**src/rtl/sub86_ifetch.sv**
```systemverilog
// sub86_ifetch: two-entry instruction word buffer with demand fetch and next-word prefetch.
// Delivers big-endian-ordered halfwords from little-endian memory words, including straddles.
module sub86_ifetch (
    input  logic        i_clk,
    input  logic        i_rstn,
    input  logic [31:0] i_ia,
    output logic [15:0] o_id,
    output logic        o_ce,
    input  logic        i_flush,
    output logic        o_imreq,
    output logic [29:0] o_ima,
    input  logic        i_imack,
    input  logic [31:0] i_imd
);
    typedef enum logic {IDLE = 1'b0, BUSY = 1'b1} state_t;
    state_t      r_state, w_next;
    logic [1:0]  r_v;
    logic [29:0] r_tag [2];
    logic [31:0] r_dat [2];
    logic        r_lru;
    logic [29:0] r_ima;
    logic [29:0] w_w0, w_w1, w_req;
    logic [1:0]  w_m0, w_m1;
    logic        w_h0, w_h1, w_str, w_hit, w_need, w_fill, w_vic;
    logic [31:0] w_d0, w_d1;
    logic [63:0] w_sh;
    assign w_w0   = i_ia[31:2];
    assign w_w1   = w_w0 + 30'd1;
    assign w_str  = &i_ia[1:0];
    assign w_m0   = {r_v[1] && r_tag[1] == w_w0, r_v[0] && r_tag[0] == w_w0};
    assign w_m1   = {r_v[1] && r_tag[1] == w_w1, r_v[0] && r_tag[0] == w_w1};
    assign w_h0   = |w_m0;
    assign w_h1   = |w_m1;
    assign w_hit  = w_h0 && (!w_str || w_h1);
    assign w_d0   = w_m0[0] ? r_dat[0] : r_dat[1];
    assign w_d1   = w_m1[0] ? r_dat[0] : r_dat[1];
    // Concatenating W0+1 above W0 lets one shift serve both aligned and straddling fetches
    assign w_sh   = {w_d1, w_d0} >> {i_ia[1:0], 3'b000};
    assign o_ce   = w_hit;
    assign o_id   = w_hit ? {w_sh[7:0], w_sh[15:8]} : 16'h9090;
    assign w_need = !w_h0 || !w_h1;
    assign w_req  = w_h0 ? w_w1 : w_w0;
    assign w_fill = r_state == BUSY && i_imack;
    // Never evict the entry holding W0, so a straddle's second word cannot displace its first
    assign w_vic  = w_h0 ? w_m0[0] : r_lru;
    always_ff @(posedge i_clk or negedge i_rstn) begin
        if (!i_rstn) r_state <= IDLE;
        else r_state <= w_next;
    end
    always_comb begin
        w_next = r_state == IDLE ? (w_need ? BUSY : IDLE) : (i_imack ? IDLE : BUSY);
    end
    always_comb begin
        o_imreq = r_state == BUSY;
        o_ima   = r_ima;
    end
    always_ff @(posedge i_clk or negedge i_rstn) begin
        if (!i_rstn) begin
            r_ima <= '0;
            r_v   <= '0;
            r_lru <= 1'b0;
        end else begin
            r_ima <= (r_state == IDLE && w_need) ? w_req : r_ima;
            r_v   <= i_flush ? 2'b00 : w_fill ? (r_v | (2'b01 << w_vic)) : r_v;
            r_lru <= w_fill ? ~w_vic : w_h0 ? w_m0[0] : r_lru;
        end
    end
    always_ff @(posedge i_clk) begin
        if (w_fill) begin
            r_tag[w_vic] <= r_ima;
            r_dat[w_vic] <= i_imd;
        end
    end
endmodule

```
**config.mk**
```make
export PLATFORM = sky130hd
export DESIGN_NAME = sub86_ifetch
export DESIGN_NICKNAME = d
export VERILOG_FILES = /design/src/rtl/sub86_ifetch.sv
export SDC_FILE = /design/constraint.sdc
export NUM_CORES = 1
export LEC_CHECK = 0
export CAP_MARGIN = 20
export CORE_MARGIN = 10
export CORE_UTILIZATION = 65
export DETAILED_ROUTE_END_ITERATION = 7
export DONT_BUFFER_PORTS = 1
export GPL_ROUTABILITY_DRIVEN = 0
export PLACE_DENSITY = 0.79
export SLEW_MARGIN = 0
export SYNTH_ARGS = -nofsm -noshare
export SYNTH_HDL_FRONTEND = slang
export SYNTH_SLANG_ARGS = --single-unit
```
**constraint.sdc**
```tcl
create_clock -name i_clk -period 9.5 [get_ports i_clk]
set_clock_uncertainty 0.05 [all_clocks]
set_input_delay 1.425 -clock i_clk [delete_from_list [all_inputs] [get_ports i_clk]]
set_output_delay 1.425 -clock i_clk [all_outputs]
set_load 0.02 [all_outputs]
```
==> results.sh <==
export IMPL_grt_pass1_vias=6469
export IMPL_grt_first_pass_wirelength_um=38400
export IMPL_post_cts_buffers=0
export IMPL_critical_path_max_fanout=17
export IMPL_synth_top_cells_by_area="edfxtp_1, dfrtp_1, xor2_1, xnor2_1, mux4_2"
export IMPL_cts_tree="yes"
export IMPL_p_leak_nw=3.28
export IMPL_viasPerCell=7.02
export IMPL_die_h_um=138
export IMPL_synth_seq_cells=158
export IMPL_synth_commonest_cells="edfxtp_1, xor2_1, xnor2_1"
export IMPL_area_growth_pct=6.84
export IMPL_worstMarginPinSlew_ns=1.14
export IMPL_synth_avg_cell_area_um2=11.8
export IMPL_place_area_um2=9100
export IMPL_drv_slew=0
export IMPL_drive_gt1_share_pct=14.7
export IMPL_cts_inserted_buffers=17
export IMPL_critical_path_max_stage_delay_ns=1.08
export IMPL_synth_warnings=0
export IMPL_rsz0062_at_grt="false"
export IMPL_die_width_um=138
export IMPL_cts_hold_buf=0
export IMPL_hpwl_um=17900
export IMPL_syn_instance_count=765
export IMPL_min_path_type="reg2reg"
export IMPL_synth_cell_types=73
export IMPL_synth_top_area_share_pct=41.1
export IMPL_floorplan_initialDensity_pct=65.7
export IMPL_numPortBuffers=0
export IMPL_drtAntennaViolNets=0
export IMPL_antenna_found_initial=0
export IMPL_clockBufferDepth=2
export IMPL_die_area_um2=19000
export IMPL_crit_path_end_kind="output pin"
export IMPL_slew_headroom_pct=24.0
export IMPL_ir_worst_vdd_mv=0.129
export IMPL_cap_violations=0
export IMPL_post_route_util_pct=70.2
export IMPL_synth_async_reset_ratio_pct=21.5
export IMPL_outcome="complete, no violations"
export IMPL_path_cells="ha_1, nand4_1, nor2_1, nand3_1, or4b_2, a22oi_1, nand4_1, nor2b_1, a21o_1, a2111oi_1"
export IMPL_setup_viol=0
export IMPL_rows=43
export IMPL_yosysMostFrequentCell="edfxtp_1"
export IMPL_period_minus_slack_ns=7.45
export IMPL_crit_buf_inv=0
export IMPL_finalSetupTns_ns=0
export IMPL_fmax_mhz=134
export IMPL_design_area_um2=9670
export IMPL_finalHoldViolations=0
export IMPL_powerDensity_nw_per_um2=199
export IMPL_synth_edf_count=124
export IMPL_ctsResizeCount=0
export IMPL_grt_max_degree=45
export IMPL_arrival_ns=5.97
export IMPL_synth_area_leader_cell="edfxtp_1"
export IMPL_synthesis_nets=836
export IMPL_netlist_area_um2=9050
export IMPL_fin_nets=814
export IMPL_clk_pin_slew_worst_paths_ns=0.06
export IMPL_route_vias_total=6578
export IMPL_wl_per_cell_um=26.3
export IMPL_grt_use_total_pct=25.4
export IMPL_place_ws_ns=2.18
export IMPL_dr_pass1_iters=7
export IMPL_first_iter_violations=1052
export IMPL_ff2ff_setup_slack_ns=5.08
export IMPL_critPathKind="in2out"
export IMPL_setup_slack_ns=2.05
export IMPL_cpMostUsedCell="nand4_1"
export IMPL_ios=116
export IMPL_synth_seq_area_share_pct=50.5
export IMPL_clk_latency_ns=0.43
export IMPL_synthFlopType="edfxtp_1"
export IMPL_finalPower_mw=1.92
export IMPL_finalCritPeriodShare_pct=78.4
export IMPL_crit_required_ns=8.03
export IMPL_crit_family="simple AND/OR/NAND/NOR gates"
export IMPL_gr_total_overflow=0
export IMPL_wl_um=24700
export IMPL_drc_errors=0
export IMPL_htreeDepth=4
export IMPL_clock_sinks=158
export IMPL_root_buffer="clkbuf_16"
export IMPL_slowest_stage="a2111oi_1"
export IMPL_coreArea_um2=13800
export IMPL_critPathLaunchType="primary input"
==> final cells by class <==
class	instances	area, um2
antenna	1	2.50
clock buffer	20	457
clock inverter	12	114
fill	987	4100
inverter	17	63.8
multi-input combinational	538	4150
sequential	158	4570
tap	180	225
timing repair buffer	11	82.6
==> cell usage in the layout, fill, tap and decap left out, types with 8 or more instances in the layout <==
master,netlist,final
a21oi_1,16,16
buf_4,11,11
clkbuf_16,0,17
dfrtp_1,34,34
edfxtp_1,124,124
inv_1,17,17
mux2_2,30,30
mux2i_1,14,14
mux4_2,20,20
nand2_1,53,53
nand3_1,18,18
nand4_1,26,26
nor2_1,53,53
nor3_1,21,21
nor4_1,23,23
nor4b_1,8,8
o22ai_1,11,11
xnor2_1,58,58
xor2_1,63,63
==> where the power goes <==
group / switching (mW) / total [mW] / internal [mW]
combinational: 0.187 / 0.308 / 0.120
sequential: 0.0912 / 0.965 / 0.873
clock: 0.274 / 0.650 / 0.376
total: 0.553 / 1.92 / 1.37
==> final timing paths <==
check,cells past startpoint,to,startpoint
max in group asynchronous,0,o_ima[8]$_DFFE_PN0P_,i_rstn
max reg2reg,10,o_ima[0]$_DFFE_PN0P_,r_tag[1][10]$_DFFE_PP_
min,2,r_v[1]$_DFFE_PN0P_,r_v[1]$_DFFE_PN0P_
min reg2reg,2,r_v[1]$_DFFE_PN0P_,r_v[1]$_DFFE_PN0P_
min in group asynchronous,0,o_ima[23]$_DFFE_PN0P_,i_rstn
max,10,o_id[2],i_ia[2]
==> state kept, by name, indices dropped and copies added (netlist names) <==
| signal | count |
|---|---|
| o_imreq | 1 |
| r_v | 2 |
| o_ima | 30 |
| r_tag | 60 |
| r_lru | 1 |
| r_dat | 64 |
==> through the flow <==
stage	cells	hold slack (ns)
floorplan	765	0.454
global placement	904	0.516
detailed placement	904	0.520
CTS	936	0.528
global route	936	0.607
finish	937	0.537
==> worst register-to-register path, stage by stage (launching register included) <==
cell and delay, ns:
edfxtp_1 0.39, xnor2_1 0.48, a21oi_1 0.12, or3_1 0.40, nor4_1 0.39, nand4_1 0.14
or4_1 0.48, o31a_1 0.35, o21bai_2 0.69, buf_4 0.43, mux2_2 0.40
==> kinds of logic after synthesis <==
| family | after synthesis | share of synthesized area, % |
|---|---|---|
| simple gates | 272 | 17.2 |
| flops | 158 | 50.5 |
| xor+xnor | 121 | 11.7 |
| compound gates | 76 | 5.86 |
| buf+inv | 69 | 3.77 |
| mux | 66 | 10.5 |
| fa+ha+maj | 3 | 0.415 |
==> per-layer routing <==
metal  part of all wire [%]  global-route usage (%)  vias up  wire length, um
met5                      0                       0        -                0
met4                    4.6                    13.2        0             1140
met3                     11                    8.63      104             2730
met2                     48                    40.7      479            11700
met1                     37                    29.8     3175             9060
li1                       -                       -     2820                -
No activity file was read; power rests on OpenSTA's default activity.
